===== src/rtl/uart_cmd_responder.sv =====
// Serial command link: two 8N1 RX bytes -> 16-bit cmd/cmd_rdy; send_resp -> one 8N1 TX byte.
// Latency: cmd_rdy at low-byte stop mid-bit (+2 clk sync); TX start bit one clk after send_resp.
// Backpressure: none; send_resp while busy is dropped. Optional CMD_TIMEOUT_EN drops a stale high byte.
module uart_cmd_responder #(
   parameter int BAUD_DIV     = 5208,
   parameter int TIMEOUT_CLKS = 1_000_000
) (
   input  logic        clk,
   input  logic        rst_n,
   input  logic        RX,
   output logic        TX,
   input  logic        clr_cmd_rdy,
   output logic        cmd_rdy,
   output logic [15:0] cmd,
   input  logic        send_resp,
   input  logic [7:0]  resp,
   output logic        resp_sent,
   output logic        rx_err
);

   localparam int CW = $clog2(BAUD_DIV);
   localparam logic [CW-1:0] BIT_LAST  = CW'(BAUD_DIV - 1);
   localparam logic [CW-1:0] HALF_LAST = CW'(BAUD_DIV / 2 - 1);

   typedef enum logic [1:0] {RX_IDLE, RX_START, RX_DATA, RX_STOP} rx_state_t;
   typedef enum logic {WAIT_HI, WAIT_LO} byte_state_t;

   logic        rx_meta, rx_sync, rx_prev;
   rx_state_t   rx_state;
   logic [CW-1:0] rx_cnt;
   logic [2:0]  rx_bit;
   logic [7:0]  rx_shift;
   logic        rx_tick, rx_start, byte_rdy, frame_err, timeout;
   byte_state_t byte_state;

   logic        tx_busy;
   logic [8:0]  tx_frame;
   logic [CW-1:0] tx_cnt;
   logic [3:0]  tx_bit;

   // The start bit is re-checked half a bit in; every later sample lands mid-bit.
   assign rx_tick   = (rx_state == RX_START) ? (rx_cnt == HALF_LAST) : (rx_cnt == BIT_LAST);
   assign rx_start  = (rx_state == RX_IDLE) && rx_prev && !rx_sync;
   assign byte_rdy  = (rx_state == RX_STOP) && rx_tick && rx_sync;
   assign frame_err = (rx_state == RX_STOP) && rx_tick && !rx_sync;

   always_ff @(posedge clk or negedge rst_n) begin
      if (!rst_n) begin
         rx_meta  <= 1'b1;
         rx_sync  <= 1'b1;
         rx_prev  <= 1'b1;
         rx_state <= RX_IDLE;
         rx_cnt   <= '0;
         rx_bit   <= '0;
         rx_shift <= '0;
      end else begin
         rx_meta <= RX;
         rx_sync <= rx_meta;
         rx_prev <= rx_sync;
         if (rx_state == RX_IDLE)
            rx_cnt <= '0;
         else if (rx_tick)
            rx_cnt <= '0;
         else
            rx_cnt <= rx_cnt + 1'b1;
         case (rx_state)
            RX_IDLE: if (rx_start) rx_state <= RX_START;
            RX_START: begin
               if (rx_tick) begin
                  rx_state <= rx_sync ? RX_IDLE : RX_DATA;
                  rx_bit   <= '0;
               end
            end
            RX_DATA: begin
               if (rx_tick) begin
                  rx_shift <= {rx_sync, rx_shift[7:1]};
                  rx_bit   <= rx_bit + 1'b1;
                  if (rx_bit == 3'd7) rx_state <= RX_STOP;
               end
            end
            RX_STOP: if (rx_tick) rx_state <= RX_IDLE;
            default: rx_state <= RX_IDLE;
         endcase
      end
   end

`ifdef CMD_TIMEOUT_EN
   localparam int TW = $clog2(TIMEOUT_CLKS + 1);
   logic [TW-1:0] to_cnt;
   logic          to_run;

   // Only the idle gap between bytes is timed; any RX activity restarts it.
   assign to_run  = (byte_state == WAIT_LO) && (rx_state == RX_IDLE) && !rx_start;
   assign timeout = to_run && (to_cnt == TW'(TIMEOUT_CLKS - 1));

   always_ff @(posedge clk or negedge rst_n) begin
      if (!rst_n)
         to_cnt <= '0;
      else if (!to_run || timeout)
         to_cnt <= '0;
      else
         to_cnt <= to_cnt + 1'b1;
   end
`else
   assign timeout = 1'b0;
`endif

   always_ff @(posedge clk or negedge rst_n) begin
      if (!rst_n) begin
         byte_state <= WAIT_HI;
         cmd        <= '0;
         cmd_rdy    <= 1'b0;
         rx_err     <= 1'b0;
      end else begin
         rx_err <= frame_err | timeout;
         if (byte_rdy) begin
            if (byte_state == WAIT_HI) begin
               cmd[15:8]  <= rx_shift;
               cmd_rdy    <= 1'b0;
               byte_state <= WAIT_LO;
            end else begin
               cmd[7:0]   <= rx_shift;
               cmd_rdy    <= 1'b1;
               byte_state <= WAIT_HI;
            end
         end else begin
            if (clr_cmd_rdy) cmd_rdy <= 1'b0;
            if (timeout) byte_state <= WAIT_HI;
         end
      end
   end

   // tx_frame holds the bits still to go (data then stop); TX holds the current bit.
   always_ff @(posedge clk or negedge rst_n) begin
      if (!rst_n) begin
         TX        <= 1'b1;
         tx_busy   <= 1'b0;
         tx_frame  <= '1;
         tx_cnt    <= '0;
         tx_bit    <= '0;
         resp_sent <= 1'b0;
      end else if (!tx_busy) begin
         TX <= 1'b1;
         if (send_resp) begin
            TX        <= 1'b0;
            tx_busy   <= 1'b1;
            tx_frame  <= {1'b1, resp};
            tx_cnt    <= '0;
            tx_bit    <= '0;
            resp_sent <= 1'b0;
         end
      end else if (tx_cnt == BIT_LAST) begin
         tx_cnt <= '0;
         if (tx_bit == 4'd9) begin
            tx_busy   <= 1'b0;
            resp_sent <= 1'b1;
            TX        <= 1'b1;
         end else begin
            TX       <= tx_frame[0];
            tx_frame <= {1'b1, tx_frame[8:1]};
            tx_bit   <= tx_bit + 1'b1;
         end
      end else begin
         tx_cnt <= tx_cnt + 1'b1;
      end
   end

endmodule

===== config.mk =====
export PLATFORM = sky130hd
export DESIGN_NAME = uart_cmd_responder
export DESIGN_NICKNAME = d
export VERILOG_FILES = /design/src/rtl/uart_cmd_responder.sv
export SDC_FILE = /design/constraint.sdc
export NUM_CORES = 1
export LEC_CHECK = 0
export CORE_ASPECT_RATIO = 0.5
export CORE_MARGIN = 3
export CORE_UTILIZATION = 36
export CTS_CLUSTER_DIAMETER = 40
export DETAILED_ROUTE_END_ITERATION = 6
export PLACE_DENSITY = 0.63
export SLEW_MARGIN = 5
export SYNTH_ARGS = -nofsm -noshare
export SYNTH_HDL_FRONTEND = slang
export SYNTH_SLANG_ARGS = --single-unit

===== constraint.sdc =====
create_clock -name clk -period 4.15 [get_ports clk]
set_input_delay 1.245 -clock clk [delete_from_list [all_inputs] [get_ports clk]]
set_output_delay 1.245 -clock clk [all_outputs]
set_load 0.01 [all_outputs]

* Word-level counts from Yosys, hierarchy flattened
Cells that the tools add are included.
** Cells by class
- Add/sub/neg operators :: 4
- Mux-type cells :: 40
- Equality and inequality tests :: 16
- Reductions and logical operators :: 17
- Bitwise gates (word level) :: 1
** Operators by type and width (number)
- $mux 13 :: 5
- $mux 9 :: 4
- $add 13x1->13 const B :: 2
- $eq 13x13->1 const B :: 2
- $mux 1 :: 17
- $mux 4 :: 4
- $eq 13x12->1 const B :: 1
- $mux 2 :: 6
- $ne 2x2->1 const B :: 6
- $reduce_and 3->1 :: 3
- $pmux 2 s4 :: 1
- $mux 3 :: 2
- $pmux 3 s2 :: 1
- $reduce_and 2->1 :: 3
- $reduce_bool 2->1 :: 3
- $logic_and 1x1->1 :: 5
- $reduce_and 5->1 :: 1
- $add 4x1->4 const B :: 1
- $eq 2x2->1 const B :: 2
- $eq 4x4->1 const B :: 1
- $ne 2x1->1 const B :: 2
- $add 3x1->3 const B :: 1
- $eq 3x3->1 const B :: 1
- $eq 2x1->1 const B :: 1
- other kinds (3) :: 3
** Word-level totals
- Register bits after elaboration :: 77
- Bits of input ports :: 13
- Logic and storage cells :: 96

* Longest topological paths before layout
Gate-level depths: netlist of run 1.
- Depth in word-level cells :: 5
- Mapped depth :: 7

* Least setup slack after synthesis of run 1
OpenSTA, ideal clock, no wires.
- Path type :: input to register
- Start point :: input port send_resp
- End point :: register tx_bit[1]
- Data arrival time :: 2248 ps
- Stages on the path :: 6
- Path buffers :: 2
- Setup time :: 95 ps
- Setup slack :: 1806 ps
- Path through :: or2_2 clkbuf_1 nand2_1 or2_2 clkbuf_1 o31ai_1
** On the way
- Word-level cells in the longest chain between the ends :: 2
** Ends and longest elaborated chain
- from (decl) :: RTL line 15 : input logic send_resp,
- $reduce_bool 2->1 (no line)
- $reduce_and 3->1 (no line)
- to (signal assigned) :: RTL line 161 : tx_bit <= tx_bit + 1'b1;
- to (decl) :: RTL line 39 : logic [3:0] tx_bit;
No other way between the ends.
A chain may end at the register's enable or synchronous reset.

* Worst setup path after layout of run 1
- Start point :: input port send_resp
- End point :: register tx_bit[2]
Same word-level chain as after synthesis.

==> summary.md, run 1 <==
| Metric | Value |
|---|---|
| EDFF count, synth | 0 |
| CP bufs+invs | 1 |
| Least-Margin Pin Slew | 867 ps |
| Vias in the first global route | 2613 |
| Yosys reg bits | 76 |
| Pwr Density | 398 mW/mm² |
| Initial Util | 37.5% |
| Fill cell count | 878 |
| Main synth FF type | dfrtp_1 |
| Via count | 2644 |
| Drt wl/cell | 15.0 µm |
| DPL Wire Length | 5100 µm |
| CP Launch Type | input pin |
| Post-Syn Area | 0.00359 mm² |
| CP Class | input pin to register |
| Post-Syn Instances | 317 |
| Pleak | 1.85 nW |
| Fin nets | 368 |
| Die W | 147 µm |
| Worst IR Drop VDD | 0.211 mV |
| HP Start | rx_meta |
| FF-to-FF setup slack | 1630 ps |
| Total die area | 0.0113 mm² |
| CP cell instances | clkdlybuf4s50_1 > or2_2 > nand2_1 > or2_2 > o31ai_1 |
| Hold crit path type | register to register |
| Share of flip-flops with an asynchronous set or reset | 100% |
| Row count | 25 |
| Largest net degree at the start of global routing | 33 |
| Max Clk Rate | 0.364 GHz |
| H-Tree Depth | 3 |
| Cell taking the most area after synthesis | dfrtp_1 |
| Ys Warns | 0 |
| Initial antenna violation count | 0 |
| Status | finished clean |
| CP Max Fanout | 14 |
| Avg Inst Size Synth | 11.3 µm² |
| First-pass GRT wire length | 12900 µm |
| GPL Wtd Cong | 0.807 |
| Diode count | 0 |
| Tcrit/Tclk final | 66.2% |
| Clock slew at reported path FFs | 60 ps |
| Largest stage delay on the critical path | 540 ps |
| Synth-to-Final Area Change | 20.3% |
| Critical Path RT | 4390 ps |
| Most common cell after layout, fill and taps aside | dfrtp_1 |
| R2R cell count | 4 |
| Sink Count | 76 |
| Initial DRC Count | 231 |
| Port bufs | 32 |
| Drc violations | 0 |
| Setup-failing EPs final | 0 |
| Hold EP | rx_sync |
| Worst setup EP type | register |
| Max-Cap Viols | 0 |
| Tot Pwr | 0.00172 W |
| Most frequent cells in the layout | dfrtp_1 (64), clkdlybuf4s50_1 (31), mux2_2 (27), o21ai_0 (24), nand2_1 (21) |
| Reg-to-Reg Start | rx_cnt[2] |
| Boundary Pins | 33 |
| Final Hold Fails | 0 |
| Yosys cell types | 55 |
| Vias per cell | 5.41 |
| Clk_lat worst skew | 340 ps |
| Fin Clk Skew | 7.56 ps |
| Die height | 76.6 µm |
| Core area | 0.00957 mm² |
| Final wirelength | 7350 µm |
| Initial DRT Pass Iterations | 5 |
| Top cell type's share of synthesized area | 44.6% |
| RSZ-0062 raised after global routing | no |
| Final ANT Viol Nets | 0 |
| CTS max path bufs | 2 |
| Fin. max-slew vios | 0 |
| Arr. time, crit path | 2990 ps |
| CTS Hold Bufs | 0 |
| Relative slew slack | 42.0% |
| Layout cells sized above 1 | 18.6% |
| GRT Util Overall | 14.1% |
| Setup TNS | 0 ps |
| Worst R2R End | cmd[6] |
| TritonCTS clock tree | built |
| Crit path max-delay family | simple AND/OR/NAND/NOR gates |
| Clk root buf | clkbuf_16 |
| Slowest-stage cell, CP | clkdlybuf4s50_1 |
| Register area share after synthesis | 53.3% |
| Synth area leaders | dfrtp_1 (45%), dfstp_2 (8.8%), mux2_2 (8.5%) |
| TritonCTS buffer count | 9 |
| Post-CTS setup buffer count | 0 |
| Global route overflow | 0 |
| Syn nets | 336 |
| Most used cell, CP | or2_2 |
| PostCTS Resize Cnt | 0 |
| Fin crit period | 2750 ps |
| Worst Hold Path Cells | 0 |
[cell families (layout without fill, tap and decap cells)]
family / count (synthesis) / in the layout / share of synthesized area, %
AO/OA/AOI/OAI: 71 / 71 / 13.4
XOR/XNOR: 11 / 11 / 2.68
adder cells (fa/ha/maj): 6 / 6 / 2.09
buffers and inverters: 24 / 61 / 3.06
flip-flops: 76 / 76 / 53.3
multiplexers: 36 / 36 / 11.0
AND/OR/NAND/NOR: 93 / 93 / 14.5
[metrics by stage]
step	hold slack (ps)	worst slack (ps)	instance area (µm²)	utilization [%]	cells
after CTS	362	1400	4320	45.2	489
final	360	1400	4320	45.2	489
after global routing	370	1210	4320	45.2	489
after floorplan	345	1810	3590	-	317
after global placement	348	1170	4040	42.2	473
after detailed placement	353	1070	4040	42.2	473
[registers in the layout (all words and copies together), names as in the netlist, named ones only]
register,flops
cmd,16
rx_cnt,13
tx_cnt,13
rx_shift,8
tx_frame,8
tx_bit,4
rx_bit,3
TX,1
byte_state,1
cmd_rdy,1
resp_sent,1
rx_err,1
rx_meta,1
rx_prev,1
rx_state,1
rx_sync,1
tx_busy,1
[report_power, final]
part / internal (W) / switching, W / total (W) / leakage [nW]
clock network: 0.000437 / 0.000289 / 0.000727 / 0.136
logic: 0.0000638 / 0.0000884 / 0.000152 / 0.753
registers: 0.000784 / 0.0000585 / 0.000842 / 0.957
[cell type report]
cell class / instances / area [µm²] / area share (%)
Inverter: 8 / 30.0 / 0.695
Multi-Input combinational cell: 217 / 1570 / 36.4
Timing Repair Buffer: 37 / 353 / 8.16
Clock buffer: 13 / 260 / 6.02
Clock inverter: 3 / 21.3 / 0.492
Sequential cell: 76 / 1920 / 44.3
Tap cell: 135 / 169 / 3.91
[worst max-delay path by stage]
stage | depth (start not counted) | to | slack [ps] | from
floorplan | 6 | tx_bit[1] | 1810 | send_resp
global placement | 5 | tx_bit[3] | 1170 | send_resp
detailed placement | 5 | tx_bit[2] | 1070 | send_resp
CTS | 5 | tx_bit[2] | 1400 | send_resp
global route | 5 | tx_bit[2] | 1210 | send_resp
finish | 5 | tx_bit[2] | 1400 | send_resp
[per-layer routing]
metal | track usage (%) | part of all wire, % | vias up
li1 | - | - | 1242
met1 | 17.6 | 45 | 1320
met4 | 4.93 | 1.4 | 0
met3 | 4.75 | 4.8 | 11
met2 | 22.9 | 49 | 71
met5 | 0 | 0 | -
[cells in the mapped netlist, drive strengths merged (3+ instances only)]
cell     n
a211oi   5
a21oi    8
a31oi    5
and3     3
buf      7
clkbuf   9
dfrtp   64
dfstp   12
ha       6
inv      8
mux2    27
mux2i    9
nand2   21
nand2b   3
nand3   14
nand4    6
nor2     8
nor3    15
o21ai   24
o31a     3
o31ai    5
or2      3
or4      3
xnor2    5
xor2     6
No activity file was read; power rests on OpenSTA's default activity.
==> run 2, diff against run 1 <==
--- a/config.mk
+++ b/config.mk
@@ -10,7 +10,7 @@
 export CORE_UTILIZATION = 36
 export CTS_CLUSTER_DIAMETER = 40
 export DETAILED_ROUTE_END_ITERATION = 6
-export PLACE_DENSITY = 0.63
+export PLACE_DENSITY = 0.65
 export SLEW_MARGIN = 5
 export SYNTH_ARGS = -nofsm -noshare
 export SYNTH_HDL_FRONTEND = slang
==> constraint.sdc (replaced) <==
create_clock -name clk -period 2.4 [get_ports clk]
set_input_delay 0.72 -clock clk [delete_from_list [all_inputs] [get_ports clk]]
set_output_delay 0.72 -clock clk [all_outputs]
set_load 0.01 [all_outputs]
==> run 2 against run 1 <==
Net effect: critical path type is now register to register; global-route usage up 0.13 points; design area rose by 3.0%; critical endpoint is now cmd[5]; largest cell class unchanged; first-iteration DRC count grew 46%.
==> summary.md, run 2 (synthesized netlist as in run 1, its figures left out) <==
| Metric | Value |
|---|---|
| R2R cell count | 5 (+1) |
| Status | finished clean |
| Fin Clk Skew | 4.95 ps (-2.61 ps) |
| Clk pwr share | 45.0% (+2.8 points) |
| Largest stage delay on the critical path | 500 ps (-40 ps) |
| Max reg flops | 16 (unchanged) |
| Layout cells sized above 1 | 21.6% (+3.0 points) |
| Clock slew at reported path FFs | 60 ps (about the same) |
| CTS max path bufs | 2 (unchanged) |
| RSZ-0062 raised after global routing | no |
| P_sw | 0.000774 W (+78%) |
| Final Hold Fails | 0 (unchanged) |
| Die W | 147 µm (unchanged) |
| Vias per cell | 5.32 (-1.6%) |
| Crit path max-delay family | simple AND/OR/NAND/NOR gates |
| Fin. max-slew vios | 0 (unchanged) |
| Max Clk Rate | 0.455 GHz |
| Fill cell count | 911 (+3.8%) |
| Register area | 0.00192 mm² (unchanged) |
| Cell Int Power | 0.00238 W (+85%) |
| Initial DRT Pass Iterations | 4 (-1) |
| CP Class | register to register |
| Slowest-stage cell, CP | or3_1 |
| Worst IR Drop VDD | 0.362 mV (+71%) |
| GRT Util Overall | 14.2% (+0.13 points) |
| Most frequent cells in the layout | dfrtp_1 (64), clkdlybuf4s50_1 (31), mux2_2 (27), o21ai_0 (24), nand2_1 (21) |
| Pwr Density | 709 mW/mm² (+78%) |
| Arr. time, crit path | 2420 ps (-570 ps) |
| Total die area | 0.0113 mm² (unchanged) |
| Final ANT Viol Nets | 0 (unchanged) |
| Final wirelength | 7540 µm (+2.6%) |
| Setup-failing EPs final | 0 (unchanged) |
| PostCTS Resize Cnt | 0 (unchanged) |
| Initial antenna violation count | 0 (unchanged) |
| Max-Cap Viols | 0 (unchanged) |
| Clk root buf | clkbuf_16 |
| Fin crit period | 2200 ps |
| Die height | 76.6 µm (unchanged) |
| Tcrit/Tclk final | 91.6% |
| Initial Util | 37.5% (unchanged) |
| Relative slew slack | 63.7% (+22 points) |
| Switching share of total power | 24.5% (-0.81 points) |
| CP Launch Type | register |
| CP bufs+invs | 1 (unchanged) |
| TritonCTS clock tree | built |
| Pleak | 1.92 nW (+4.2%) |
| Via count | 2659 (+0.57%) |
| Port bufs | 32 (unchanged) |
| WP depth | 5 (unchanged) |
| Critical Path RT | 2620 ps (-1770 ps) |
| Vias in the first global route | 2645 (+1.2%) |
| Post-CTS setup buffer count | 0 (unchanged) |
| CTS Hold Bufs | 0 (unchanged) |
| GPL Wtd Cong | 0.886 (+9.8%) |
| Final Non-Filler Cells | 500 (+2.2%) |
| Drt wl/cell | 15.1 µm (+0.34%) |
| H-Tree Depth | 3 (unchanged) |
| Clk_lat worst skew | 330 ps (about the same) |
| Hold crit path type | input pin to async pin |
| Core area | 0.00957 mm² (unchanged) |
| Global route overflow | 0 (unchanged) |
| Fin nets | 379 (+3.0%) |
| Placed insts | 484 (+2.3%) |
| Sequential Power Share | 46.2% (-2.7 points) |
| Synth-to-Final Area Change | 23.9% |
| CP cell instances | nand4bb_1 > or3_1 > a2111oi_4 > buf_4 > mux2_2 |
| Logic pwr share | 8.8% (about the same) |
| Diode count | 0 (unchanged) |
| Worst setup EP type | register |
| Least-Margin Pin Slew | 543 ps (-324 ps) |
| Sink Count | 76 (unchanged) |
| First-pass GRT wire length | 13000 µm (+1.3%) |
| Setup TNS | 0 ps (unchanged) |
| Drc violations | 0 (unchanged) |
| Initial DRC Count | 338 (+46%) |
| Most common cell after layout, fill and taps aside | dfrtp_1 |
| DPL Wire Length | 5200 µm (+1.8%) |
| Biggest regs | cmd x16, rx_cnt x13, tx_cnt x13 |
| Boundary Pins | 33 (unchanged) |
| CP Max Fanout | 9 (-5) |
| Largest net degree at the start of global routing | 46 (+39%) |
| Row count | 25 (unchanged) |
| TritonCTS buffer count | 9 (unchanged) |
| Area occupied by multi-input gates | 0.00157 mm² (unchanged) |
| Largest Register | cmd |
-- run 2: changes by cell type in the layout (fill, tap and decap cells not counted) --
cell / before / now
buf_4: 5 / 15
bufinv_16: 0 / 2
clkbuf_1: 2 / 0
clkbuf_8: 2 / 0
clkinv_2: 1 / 3
buf_12: 0 / 1
-- run 2: power groups by stage --
stage,logic (W),clock network (W),registers (W)
2_1_floorplan,0.000195,0,0.00144
3_3_place_gp,0.000269,0,0.00147
3_5_place_dp,0.000278,0,0.00148
4_1_cts,0.000282,0.00146,0.00146
5_1_grt,0.000312,0.00152,0.00147
6_report,0.000278,0.00142,0.00146
-- run 2: routing by layer --
| layer | routed length (µm) | GRT usage (%) | part of all wire, % | vias up |
|---|---|---|---|---|
| li1 | - | - | - | 1272 |
| met1 | 3540 | 18.8 | 47 | 1321 |
| met2 | 3640 | 22.3 | 48 | 62 |
| met3 | 290 | 4.40 | 3.8 | 4 |
| met4 | 73 | 4.83 | 0.97 | 0 |
| met5 | 0 | 0 | 0 | - |
-- run 2: final cells by class --
class / instances / area share (%)
clock buffer: 9 / 5.06
sequential: 76 / 43.0
timing repair buffer: 48 / 10.1
multi-input combinational: 217 / 35.3
clock inverter: 7 / 2.05
tap: 135 / 3.79
inverter: 8 / 0.674
-- run 2: path summary, 6_finish.rpt --
kind / start / end / slack, ps
worst max-delay path: rx_cnt[11] / cmd[5] / 200
worst min-delay path: rst_n / cmd[0] / 320
worst max register to register: rx_cnt[11] / cmd[5] / 200
worst min register to register: rx_meta / rx_sync / 370
max in group asynchronous: rst_n / tx_frame[4] / 1450
min in group clk: rx_meta / rx_sync / 370
-- run 2: metrics by stage --
step | hold slack, ps | util, % | setup WS, ps | power, W | cell area (µm²)
2_1_floorplan | 345 | - | 224 | 0.00164 | 3590
3_3_place_gp | 359 | 43.2 | 194 | 0.00174 | 4140
3_5_place_dp | 359 | 43.2 | 169 | 0.00176 | 4140
4_1_cts | 325 | 46.5 | 201 | 0.00320 | 4450
5_1_grt | 344 | 46.5 | 117 | 0.00330 | 4450
6_report | 317 | 46.5 | 201 | 0.00316 | 4450
